==> src/rtl/track_player.sv <==
// rtl/track_player.sv - 8-step note track playback engine
// Reads one note code per step, holds it TICKS_PER_STEP cycles and drives a square-wave tone.
module track_player #(
  parameter int unsigned TICKS_PER_STEP = 500000,
  parameter int unsigned CLK_HZ         = 1000000
) (
  input  logic       CLK,
  input  logic       RST,
  input  logic       start,
  input  logic       stop,
  input  logic       loop,
  output logic       rd_en,
  output logic [2:0] rd_addr,
  input  logic [3:0] rd_data,
  output logic [3:0] note,
  output logic       note_valid,
  output logic [2:0] step,
  output logic       busy,
  output logic       done,
  output logic       piezo
);

  localparam logic [2:0] S_IDLE  = 3'd0;
  localparam logic [2:0] S_FETCH = 3'd1;
  localparam logic [2:0] S_WAIT  = 3'd2;
  localparam logic [2:0] S_HOLD  = 3'd3;
  localparam logic [2:0] S_FIN   = 3'd4;

  localparam logic [3:0]  NOTE_NONE = 4'hF;
  localparam logic [31:0] HOLD_LOAD = 32'(TICKS_PER_STEP - 1);

  // Only ever called with constant arguments, so each table entry folds to a constant.
  function automatic logic [31:0] half_of(input int unsigned freq);
    int unsigned h;
    h = CLK_HZ / (2 * freq);
    if (h == 0) h = 1;
    return 32'(h);
  endfunction

  logic [2:0]  state_q, state_d;
  logic [2:0]  step_q, step_d;
  logic [3:0]  note_q, note_d;
  logic        piezo_q, piezo_d;
  logic [31:0] tone_cnt_q, tone_cnt_d;
  logic [31:0] hold_cnt_q, hold_cnt_d;
  logic [31:0] half;
  logic        code_ok;

  assign code_ok = (note_q < 4'd10);

  always_comb begin
    half = 32'd1;
    case (note_q)
      4'd0:    half = half_of(262);
      4'd1:    half = half_of(294);
      4'd2:    half = half_of(330);
      4'd3:    half = half_of(349);
      4'd4:    half = half_of(392);
      4'd5:    half = half_of(440);
      4'd6:    half = half_of(494);
      4'd7:    half = half_of(523);
      4'd8:    half = half_of(587);
      4'd9:    half = half_of(659);
      default: half = 32'd1;
    endcase
  end

  always_comb begin
    state_d    = state_q;
    step_d     = step_q;
    note_d     = note_q;
    piezo_d    = piezo_q;
    tone_cnt_d = tone_cnt_q;
    hold_cnt_d = hold_cnt_q;
    case (state_q)
      S_IDLE: begin
        if (start) begin
          state_d = S_FETCH;
          step_d  = 3'd0;
        end
      end
      S_FETCH: state_d = S_WAIT;
      S_WAIT: begin
        note_d     = rd_data;
        tone_cnt_d = 32'd0;
        piezo_d    = 1'b0;
        hold_cnt_d = HOLD_LOAD;
        state_d    = S_HOLD;
      end
      S_HOLD: begin
        if (hold_cnt_q == 32'd0) begin
          // Silence the FETCH/WAIT gap between notes.
          piezo_d    = 1'b0;
          tone_cnt_d = 32'd0;
          if (step_q != 3'd7) begin
            step_d  = step_q + 3'd1;
            state_d = S_FETCH;
          end else if (loop) begin
            step_d  = 3'd0;
            state_d = S_FETCH;
          end else begin
            state_d = S_FIN;
          end
        end else begin
          hold_cnt_d = hold_cnt_q - 32'd1;
          if (!code_ok) begin
            piezo_d = 1'b0;
          end else if (tone_cnt_q == half - 32'd1) begin
            piezo_d    = ~piezo_q;
            tone_cnt_d = 32'd0;
          end else begin
            tone_cnt_d = tone_cnt_q + 32'd1;
          end
        end
      end
      S_FIN: begin
        note_d  = NOTE_NONE;
        state_d = S_IDLE;
      end
      default: state_d = S_IDLE;
    endcase
    // Stop overrides everything, including a simultaneous start.
    if (stop) begin
      state_d    = S_IDLE;
      note_d     = NOTE_NONE;
      piezo_d    = 1'b0;
      tone_cnt_d = 32'd0;
      hold_cnt_d = 32'd0;
    end
  end

  always_ff @(posedge CLK or negedge RST) begin
    if (!RST) begin
      state_q    <= S_IDLE;
      step_q     <= 3'd0;
      note_q     <= NOTE_NONE;
      piezo_q    <= 1'b0;
      tone_cnt_q <= 32'd0;
      hold_cnt_q <= 32'd0;
    end else begin
      state_q    <= state_d;
      step_q     <= step_d;
      note_q     <= note_d;
      piezo_q    <= piezo_d;
      tone_cnt_q <= tone_cnt_d;
      hold_cnt_q <= hold_cnt_d;
    end
  end

  assign rd_en      = (state_q == S_FETCH);
  assign rd_addr    = step_q;
  assign note       = note_q;
  assign note_valid = (state_q == S_HOLD) && code_ok;
  assign step       = step_q;
  assign busy       = (state_q != S_IDLE);
  assign done       = (state_q == S_FIN);
  assign piezo      = piezo_q;

endmodule

==> config.mk <==
export PLATFORM = sky130hd
export DESIGN_NAME = track_player
export DESIGN_NICKNAME = d
export VERILOG_FILES = /design/src/rtl/track_player.sv
export SDC_FILE = /design/constraint.sdc
export NUM_CORES = 1
export LEC_CHECK = 0
export ABC_AREA = 1
export CAP_MARGIN = 10
export CORE_MARGIN = 3
export CORE_UTILIZATION = 45
export CTS_CLUSTER_DIAMETER = 40
export CTS_CLUSTER_SIZE = 30
export DETAILED_ROUTE_END_ITERATION = 7
export GPL_TIMING_DRIVEN = 0
export PLACE_DENSITY = 0.61
export SLEW_MARGIN = 10
export SYNTH_ARGS = -nofsm -noshare
export SYNTH_HDL_FRONTEND = slang
export SYNTH_SLANG_ARGS = --single-unit
==> constraint.sdc <==
create_clock -name CLK -period 4 [get_ports CLK]
set_input_delay 1 -clock CLK [delete_from_list [all_inputs] [get_ports CLK]]
set_output_delay 1 -clock CLK [all_outputs]
set_load 0.005 [all_outputs]
# Yosys cells after proc, flatten, opt, wreduce, memory -nomap -nowiden
# Memories as Yosys holds them, arrays and structs flattened.
# Index checks and enable logic that the tools add are counted.
[op_classes] n_addsub=4 muxes=26 n_div=0 n_eq_ne=14 mul=0 reduce_logical=12 shifts=0 order_cmp=1 bitwise_logic=1
[op_table] operator="2-to-1 mux 32 bit" count=6
[op_table] operator="one-hot mux 32 bit (2 select lines)" count=2
[op_table] operator="subtractor 32 x 1 -> 32 bit (second input constant)" count=2
[op_table] operator="adder 32 x 1 -> 32 bit (second input constant)" count=1
[op_table] operator="== test 32 bit" count=1
[op_table] operator="logical NOT 32 bit" count=1
[op_table] operator="2-to-1 mux 3 bit" count=9
[op_table] operator="inequality test 3 bit (second input constant)" count=5
[op_table] operator="one-hot mux 3 bit (4 select lines)" count=1
[op_table] operator="nonzero test 3 bit" count=3
[op_table] operator="one-hot mux 4 bit (2 select lines)" count=1
[op_table] operator="AND reduction 2 bit" count=4
[op_table] operator="== test 3 x 2 -> 1 bit (second input constant)" count=2
[op_table] operator="one-hot mux 3 bit (2 select lines)" count=1
[op_table] operator="inequality test 5 bit (second input constant)" count=1
[op_table] operator="< comparator 4 bit (second input constant)" count=1
[op_table] operator="2-to-1 mux 1 bit" count=4
[op_table] operator="2-to-1 mux 4 bit" count=1
[op_table] operator="inequality test 2 bit (second input constant)" count=2
[op_table] operator="inequality test 4 bit (second input constant)" count=1
[op_table] operator="AND reduction 4 bit" count=1
[op_table] operator="adder 3 x 1 -> 3 bit (second input constant)" count=1
[op_table] operator="== test 3 x 1 -> 1 bit (second input constant)" count=1
[op_table] operator="== test 3 bit (second input constant)" count=1
[op_table] operator="5 further kinds" count=5
[totals] ram_bits=0 in_bits=9 elab_cells=65 output_inout_bits=15 register_bits=75 memories=1 latch_bits=0 romBits=176
[mem_list] name="(name not given)" depth=16 word_bits=11 read_ports=1 rd_clocked_by_memory_dff=0 write_ports=0 line_no="53" text="case (note_q)"

# Depth between registers and ports, before layout
# An unclocked memory read counts as a cell.
[logic_depth] depth_word=8 mapped_depth=28 depth_no_buf=27

# Least setup slack after synthesis
# Ideal clock, no wire load.
[synth_timing] path_kind="flip-flop to flip-flop" startpoint="register note_q[1], in the netlist note[1]" endpoint="register tone_cnt_q[4]" slack_ns=0.630 arrival_time_ns=3.248 stages_incl_launch_ff=29 n_path_buf=1 setup_ns=0.121 cell_sequence="dfstp_2 inv_1 ha_1 inv_1 nand2_1 nand3_1 nand2_1 inv_1 ha_1 nand3_1 nor2_1 nand2_1 nor2_4 ha_1 xor2_1 nand2_1 nor2_1 nand3_1 nor2_1 nand2_1 nor2_1 nand2_1 nor2_1 nand3_1 nand2_1 nand2_1 clkinv_2 buf_6 nor2_1"
[synth_between] elab_chain_cells=8
[synth_lines] element="from (decl)" line_no="42" text="logic [3:0] note_q, note_d;"
[synth_lines] element="from (signal assigned)" line_no="143" text="note_q <= note_d;"
[synth_lines] element="memory (16 x 11 bit)"
[synth_lines] element="subtractor 32 x 1 -> 32 bit" line_no="108" text="end else if (tone_cnt_q == half - 32'd1) begin"
[synth_lines] element="== test 32 bit" line_no="108"
[synth_lines] element="2-to-1 mux 32 bit" line_no="108"
[synth_lines] element="2-to-1 mux 32 bit" line_no="106" text="if (!code_ok) begin"
[synth_lines] element="2-to-1 mux 32 bit" line_no="91" text="if (hold_cnt_q == 32'd0) begin"
[synth_lines] element="one-hot mux 32 bit (2 select lines)" line_no="75" text="case (state_q)"
[synth_lines] element="2-to-1 mux 32 bit" line_no="123" text="if (stop) begin"
[synth_lines] element="to (signal assigned)" line_no="145" text="tone_cnt_q <= tone_cnt_d;"
[synth_lines] element="to (decl)" line_no="44" text="logic [31:0] tone_cnt_q, tone_cnt_d;"
# Several ways; a longest one is shown, not always the timed one. The select of a mux whose other input is x is not followed.
# A chain may end at the register's enable or synchronous reset.

# Worst setup path in the final report
[layout_timing] startpoint="register note_q[0], in the netlist note[0]" endpoint="register tone_cnt_q[15]"
# The elaborated chain is that of the path after synthesis.

==> impl_metrics.py <==
metrics = {
    "clock_tree": {
        "insertion_delay_ps": 340,
        "cts_buffer_depth": 2,
        "cts.sinks": 75,
        "cts-htree-levels": 3,
        "cts_root_buf": "clkbuf_16",
        "cts_hold_buf": 0,
        "cts_tree": "built",
        "numCtsBuffers": 9,
        "path_clk_slew_ps": 60,
    },
    "sta": {
        "post-route-period-util": 0.906,
        "worst_pin_slew_ps": 818,
        "slew_headroom": 0.450,
        "max_freq_mhz": 276,
        "finalCriticalPeriod_ps": 3630,
        "slew_violations": 0,
        "skew_ps": 10.7,
        "hold_viol_final": 0,
        "setup_viol": 0,
    },
    "logic_synthesis": {
        "ys_ff_latch": 75,
        "yosysWarningCount": 0,
        "avgSynthCellArea_sq_um": 6.87,
        "synthDistinctLibCells": 34,
        "seq_area_frac_synth": 0.362,
        "syn_nets": 779,
        "syn_area_sq_um": 5190,
        "synthCells": 756,
    },
    "critical_path": {
        "path_max_fanout": 10,
        "critPathRequiredTime_ps": 4220,
        "crit_arrival_ps": 3850,
        "criticalPathCategory": "flop to flop",
        "worst_setup_path_start_kind": "flop",
        "end_kind": "flop",
    },
    "detailed_routing": {
        "drt_iter0_markers": 351,
        "wl_per_cell_um": 13.8,
        "drtPass1Iterations": 5,
        "ant_nets": 0,
        "wl_mm": 13.0,
        "vias_per_cell": 5.18,
        "drc": 0,
        "via_count": 4883,
    },
    "cells_and_area": {
        "antenna_cells": 0,
        "drive_gt1_frac": 0.0835,
        "mostFrequentLayoutCells": "nand2_1 (172), nor2_1 (125), inv_1 (101), dfrtp_1 (71), nand3_1 (61)",
        "syn_to_final_growth_pct": 15.5,
        "final_area_sq_um": 6000,
        "final_common_cell": "nand2_1",
        "nets": 820,
    },
    "outcome": {
        "status": "completed",
    },
    "global_routing": {
        "antenna_found_initial": 0,
        "grt_max_degree": 53,
        "grt_pass1_wl_mm": 22.2,
        "grt_overflow": 0,
        "grt_usage": 0.214,
        "grt_pass1_vias": 4635,
    },
    "die": {
        "initial_core_util": 0.469,
        "io_pins": 24,
        "core_sq_um": 11100,
        "die_x_um": 113,
        "dieArea_sq_um": 12900,
        "die_y_um": 113,
        "rows": 38,
    },
    "pwr": {
        "internal_power_mw": 1.78,
        "clock_power_share": 0.266,
        "p_per_area_nw_per_um2": 500,
        "combPwrFrac": 0.425,
        "seqPwrFrac": 0.309,
        "fin_total_pwr_mw": 3.00,
        "p_leak_nw": 2.87,
        "vdd_drop_max_uv": 275,
        "p_switching_mw": 1.22,
        "switching_share": 0.407,
    },
    "min_path": {
        "holdCritPathClass": "flop to flop",
    },
    "placed_design": {
        "finalWeightedCongestion": 0.908,
        "placed_area_sq_um": 5620,
        "dp_hpwl_mm": 9.75,
        "numPortBuffers": 23,
    },
    "run": {
        "cap_violations": 0,
    },
}
## registers in the layout, indices dropped and copies added, names as in the netlist
name / cells
state_q: 3
piezo: 1
hold_cnt_q: 32
tone_cnt_q: 32
note: 4
rd_addr: 3
## per-layer routing
layer	global-route usage	share of wire	up-vias	wire length, um
met5	0	0	-	0
met4	0.0713	0.012	0	162
met3	0.0318	0.038	12	497
met2	0.363	0.48	87	6280
met1	0.280	0.47	2288	6050
li1	-	-	2496	-
## timing repair
item                                    in CTS  in global routing
pin swaps                                    1                  5
gates resized for setup                      0                 12
buffers inserted                             1                  5
endpoints found under the setup margin      14                 33
## Yosys cell counts, drive strengths merged
| library cell | n | share of area |
|---|---|---|
| nand2 | 181 | 0.14 |
| nand3b | 3 | 0.0043 |
| xor2 | 33 | 0.056 |
| inv | 106 | 0.077 |
| o21bai | 1 | 0.0014 |
| dfrtp | 71 | 0.34 |
| nand3 | 66 | 0.067 |
| xnor2 | 6 | 0.010 |
| ha | 14 | 0.034 |
| clkinv | 1 | 0.00096 |
| o22ai | 8 | 0.0096 |
| or2 | 1 | 0.0012 |
| nor3b | 3 | 0.0043 |
| nor3 | 21 | 0.020 |
| dfstp | 4 | 0.020 |
| buf | 10 | 0.017 |
| nor4 | 5 | 0.0060 |
| a31oi | 1 | 0.0012 |
| o21ai | 35 | 0.034 |
| a21oi | 24 | 0.023 |
| nor2 | 134 | 0.10 |
| clkbuf | 4 | 0.0029 |
| o21a | 1 | 0.0014 |
| o221a | 1 | 0.0022 |
| nand4 | 22 | 0.027 |
## worst max-delay path, cell delays in order (launching register included)
cell	delay, ps
dfstp_2	530
buf_4	120
ha_1	240
nand2_4	90
nand2_4	100
nand2_1	80
inv_1	90
ha_4	150
nand3_1	80
nor2_2	150
nand2_2	90
nor2_4	130
ha_1	250
xor2_1	130
nand2_1	60
nor2_1	80
nand3_1	90
nor2_2	110
nand2_1	60
nor2_1	100
nand2_1	90
nor2_2	140
nand3_2	110
nand2_1	90
nand2_1	60
clkinv_2	90
buf_6	150
nor2_1	50
## logic make-up after synthesis
group	synth area share
simple gates	0.368
fa+ha+maj	0.0337
flops	0.362
xor+xnor	0.0658
buf+inv	0.0973
compound gates	0.0728
## power by group through the flow
stage	Combinational, mW	Clock (mW)	Sequential, mW
floorplan	0.855	0	0.928
global placement	1.17	0	0.946
detailed placement	1.19	0	0.948
CTS	1.21	0.820	0.935
global route	1.45	0.847	0.938
finish	1.27	0.796	0.927
## through the flow
step	worst slack (ps)	setup TNS, ps	instances	hold WS [ps]	utilization
final	374	0	942	494	0.541
after global routing	-24.2	-213	942	543	0.541
after CTS	74.1	0	937	492	0.534
after detailed placement	4.01	0	920	484	0.508
after global placement	-808	-57160	919	478	0.505
after floorplan	630	0	756	456	-
## path summary, 6_finish.rpt
| check | start | to | slack (ps) | cells past startpoint |
|---|---|---|---|---|
| worst max-delay path | note[0] | tone_cnt_q[15] | 370 | 27 |
| worst min-delay path | hold_cnt_q[20] | hold_cnt_q[20] | 490 | 1 |
| worst max register to register | note[0] | tone_cnt_q[15] | 370 | 27 |
| worst min register to register | hold_cnt_q[20] | hold_cnt_q[20] | 490 | 1 |
| max in group asynchronous | RST | tone_cnt_q[18] | 2850 | 2 |
| min in group asynchronous | RST | tone_cnt_q[4] | 570 | 1 |
## layout make-up
| type | instances | area (sq um) |
|---|---|---|
| fillers | 1094 | 5080 |
| multi-input cells | 560 | 2840 |
| flip-flops and latches | 75 | 1880 |
| inverters | 107 | 403 |
| repair buffers | 30 | 300 |
| clock buffers | 12 | 236 |
| well taps | 140 | 175 |
| plain buffers | 14 | 110 |
| clock inverters | 4 | 51.3 |
No activity file was read; power rests on OpenSTA's default activity.
==> variant 1: new RTL, same flow settings <==
Put a register stage on the outputs `rd_en`, `note_valid`, `busy` and `done`, cleared by the reset. The values now appear one clock later. The other outputs are not delayed to match.
--- a/src/rtl/track_player.sv
+++ b/src/rtl/track_player.sv
@@ -149,9 +149,18 @@
 
-  assign rd_en      = (state_q == S_FETCH);
   assign rd_addr    = step_q;
   assign note       = note_q;
-  assign note_valid = (state_q == S_HOLD) && code_ok;
   assign step       = step_q;
-  assign busy       = (state_q != S_IDLE);
-  assign done       = (state_q == S_FIN);
+  always_ff @(posedge CLK or negedge RST) begin
+    if (!RST) begin
+      rd_en      <= '0;
+      note_valid <= '0;
+      busy       <= '0;
+      done       <= '0;
+    end else begin
+      rd_en      <= (state_q == S_FETCH);
+      note_valid <= (state_q == S_HOLD) && code_ok;
+      busy       <= (state_q != S_IDLE);
+      done       <= (state_q == S_FIN);
+    end
+  end
   assign piezo      = piezo_q;
Function: changed (a bounded check fails within 4 cycles, from zero or initial values and one cycle with RST low).
==> variant 1 against the original RTL <==
Design area rose by 9.7%; clock skew fell by 0.0011 ns; wire length rose by 7.5%; synthesized area rose by 9.6%; worst setup slack got worse by 0.12 ns; synthesized cell count rose by 1.9%; total power rose by 13%; sequential cell count rose by 4; combinational power rose by 18%; sequential share of layout area fell by 1.3 points; largest power group unchanged; highest routed layer unchanged.
==> variant 1: results <==
[final_layout]
finalNetCount = 836
drive_gt1_share_pct = 13.5
multiInputGateArea_um2 = 3180
fillerInstances = 1237

[grt]
grt_max_degree = 41
grt_pass1_vias = 4737
grt_pass1_wl_mm = 23.7
grt_usage_pct = 20.5

[route]
routed_wl_mm = 14.0
via_per_inst = 5.10
first_iter_violations = 522
avgRoutedWirePerCell_um = 14.2

[setup_path]
critPathSlowestCell = "dfstp_2"
start_kind = "flop"
crit_fanout = 6
arrival_ns = 3.97

[yosys]
ys_seq_area_share_pct = 34.8
synth_common_cells = "nand2_1, inv_1, nor2_1"
synthTopCellsByArea = "dfrtp_1, nand2_1, inv_1"
synth_nets = 793
synthCells = 770
synth.distinct_cells = 41
async_flop_share_pct = 100
ys_warn_count = 0
synth_compound_area_share_pct = 7.14
synth_xor_area_share_pct = 5.36
synth_adder_area_share_pct = 3.08

[clock_tree]
cts-root-buf = "clkbuf_16"
numClockSinks = 79

[sta]
setup_violations = 0
skew_ns = 0.00956
tightest_slew_ns = 0.619

[place]
hpwl_mm = 10.0
placed_cells_incl_taps = 962
gp_congestion = 0.899
dpl_cell_area_um2 = 6150

[pwr]
p_seq_uw = 979
switching_share_pct = 41.3
ir_worst_vdd_uv = 241
cellLeakagePower_uw = 0.00303
powerDensity_nw_per_um2 = 513
clk-power_uw = 894

[run_status]
status = "finished, final reports clean"

[worst_hold_path]
hold_start = "state_q[1]"
-- variant 1: cell count changes after synthesis, sizes merged, moves of 2 or more --
cell	before	now
xor2	33	29
nand2	181	190
dfrtp	71	75
o21ai	35	40
nand3	66	63
nor2	134	139
clkbuf	4	6
nor3	21	17
-- variant 1: final timing paths --
path	depth (start not counted)	to	slack (ns)
hold / removal	1	done	0.47
min in group asynchronous	1	tone_cnt_q[6]	0.63
hold reg to reg	1	done	0.47
setup reg to reg	27	tone_cnt_q[13]	0.26
max in group asynchronous	2	note[3]	2.71
setup / recovery	27	tone_cnt_q[13]	0.26
-- variant 1: timing repair --
item | 4_1_cts | 5_1_grt
endpoints found under the setup margin | 0 | 30
buffers inserted | 0 | 5
gates resized for setup | 0 | 4
-- variant 1: metal layers --
metal | global-route usage, % | vias up | part of all wire (%)
met5 | 0 | - | 0
met4 | 4.06 | 0 | 0.54
met3 | 3.78 | 7 | 3.4
met2 | 31.9 | 102 | 45
met1 | 29.9 | 2379 | 51
li1 | - | 2535 | -
-- variant 1: through the flow --
step / worst slack, ns / hold slack (ns)
global route: -0.0350 / 0.490
global placement: -1.04 / 0.465
detailed placement: 0.0994 / 0.464
CTS: 0.0818 / 0.470
floorplan: 0.614 / 0.442
finish: 0.255 / 0.469
-- variant 1: cell type report --
type	instances	area share [%]
clock buffer	10	3.48
tap	168	3.19
timing repair buffer	32	5.48
buffer	15	2.02
inverter	106	6.16
sequential	79	30.1
clock inverter	5	1.25
multi-input combinational	570	48.3
-- variant 1: cell families after synthesis --
group | count (synthesis)
DFF | 79
buffers and inverters | 121
xor gates and xnor gates | 34
and+or+nand+nor | 446
adders and majority gates | 14
AOI/OAI and AO/OA | 76
==> variant 2: new RTL, config.mk and constraints unchanged <==
Made on the original files. `TICKS_PER_STEP`: 500000 -> 262144.
--- a/src/rtl/track_player.sv
+++ b/src/rtl/track_player.sv
@@ -3,3 +3,3 @@
 module track_player #(
-  parameter int unsigned TICKS_PER_STEP = 500000,
+  parameter int unsigned TICKS_PER_STEP = 262144,
   parameter int unsigned CLK_HZ         = 1000000
Function: no difference found for any inputs over 10 cycles, from zero or initial values and one cycle with RST low; that may be too few to reach the edited logic, so the function may still have changed.
==> variant 2 against the original RTL <==
Sequential cell count unchanged; largest cell class unchanged; cell count up 16%; hold slack about the same; non-clock buffer count up 19; synthesized area up 14%; design area up 14%; clock power up 6.4%; wire length up 25%; worst setup slack worse by 0.076 ns; total power up 4.3%.
==> variant 2: results <==
[run_status]
status = "finished, final reports clean"

[final_layout]
drive_gt1_share_pct = 12.8
finalNetCount = 937
fillerInstances = 1249
diodes = 0

[route]
avgRoutedWirePerCell_um = 14.9
first_iter_violations = 397
via_per_inst = 5.33
detail_route.first_pass.iterations = 5

[place]
gp_congestion = 0.924
hpwl_mm = 12.2
numPortBuffers = 23

[pwr]
ir_worst_vdd_uv = 238
cellLeakagePower_uw = 0.00315
intPower_uw = 1820

[clock_tree]
clockBufferDepth = 2
numCtsBuffers = 9
clk_latency_ns = 0.35
cts-root-buf = "clkbuf_16"
clk_pin_slew_ns = 0.07
cts_max_level = 3

[setup_path]
critPathSlowestCell = "dfstp_2"
cp_top_family = "simple AND/OR/NAND/NOR gates"
arrival_ns = 3.93
crit_fanout = 10
critPathMaxStageDelay_ns = 0.56

[grt]
grt_usage_pct = 23.4
grt_pass1_wl_mm = 27.4
antenna_found_initial = 0
grt_pass1_vias = 5641
grtUsageMet1_pct = 29.5
use_met2_pct = 40.6
grt_max_degree = 64
grtUsageMet3_pct = 3.37

[yosys]
ys_seq_area_share_pct = 31.7
synth.distinct_cells = 47
synth_common_cells = "nand2_1, nor2_1, inv_1"
synthTopCellsByArea = "dfrtp_1, nand2_1, nor2_1"
async_flop_share_pct = 100
ys_warn_count = 0
synth_nets = 889

[sta]
tightest_slew_ns = 0.796
skew_ns = 0.0114

[worst_hold_path]
min_path_type = "reg -> reg"
## variant 2: changes by cell type after synthesis, sizes merged, moves of 4 or more
cell / change
o21ai: +35
nor4: +4
nand2: +50
a21oi: +7
nor3: +7
clkbuf: +11
nand4: +5
inv: -4
nor2: -16
## variant 2: cell families after synthesis
kind of cell             Yosys count  share of synthesized area (%)
AO/OA/AOI/OAI                    118                           12.2
XOR/XNOR                          37                           5.46
adder cells (fa/ha/maj)           14                           2.95
buffers and inverters            129                           9.11
flip-flops                        75                           31.7
AND/OR/NAND/NOR                  493                           38.6
## variant 2: path summary, 6_finish.rpt
check	start	end	slack, ns	cells after the start
hold / removal	state_q[2]	state_q[0]	0.49	1
hold reg to reg	state_q[2]	state_q[0]	0.49	1
max in group asynchronous	RST	hold_cnt_q[9]	2.89	2
setup / recovery	note[1]	tone_cnt_q[0]	0.30	25
min in group asynchronous	RST	tone_cnt_q[7]	0.50	1
setup reg to reg	note[1]	tone_cnt_q[0]	0.30	25
## variant 2: stage by stage
stage,power (uW),instance area [um2],instances,worst slack [ns],hold slack (ns)
after global routing,3350,6820,1091,-0.0194,0.508
after CTS,3070,6710,1078,0.0425,0.502
final,3130,6820,1091,0.298,0.494
after detailed placement,2210,6400,1062,0.00902,0.497
after global placement,2180,6380,1061,-0.833,0.472
after floorplan,1840,5930,866,0.592,0.450
## variant 2: final cells by class
type                    count  share of cell area, %
multi-input cells         662                   51.6
flip-flops and latches     75                   27.6
inverters                 103                   5.70
repair buffers             37                   5.17
clock buffers              10                   3.50
well taps                 172                   3.15
plain buffers              26                   2.31
clock inverters             6                  0.953
## variant 2: power by group through the flow
stage          Combinational [uW]  Clock (uW)  Sequential, uW
2_1_floorplan                 910           0             933
6_report                     1340         847             937
3_5_place_dp                 1250           0             955
5_1_grt                      1500         893             949
4_1_cts                      1270         865             943
3_3_place_gp                 1230           0             952
## variant 2: timing repair
| item | in CTS | in global routing |
|---|---|---|
| endpoints found under the setup margin | 2 | 33 |
| gates cloned | 0 | 0 |
| resized for setup | 1 | 7 |
| pin swaps | 0 | 3 |
| setup buffers | 0 | 13 |
| hold endpoints to repair | 0 | 0 |
## variant 2: routing by layer
| layer | part of all wire (%) | wire length [um] |
|---|---|---|
| met5 | 0 | 0 |
| met4 | 2.2 | 359 |
| met3 | 3.1 | 512 |
| met2 | 50 | 8140 |
| met1 | 45 | 7270 |
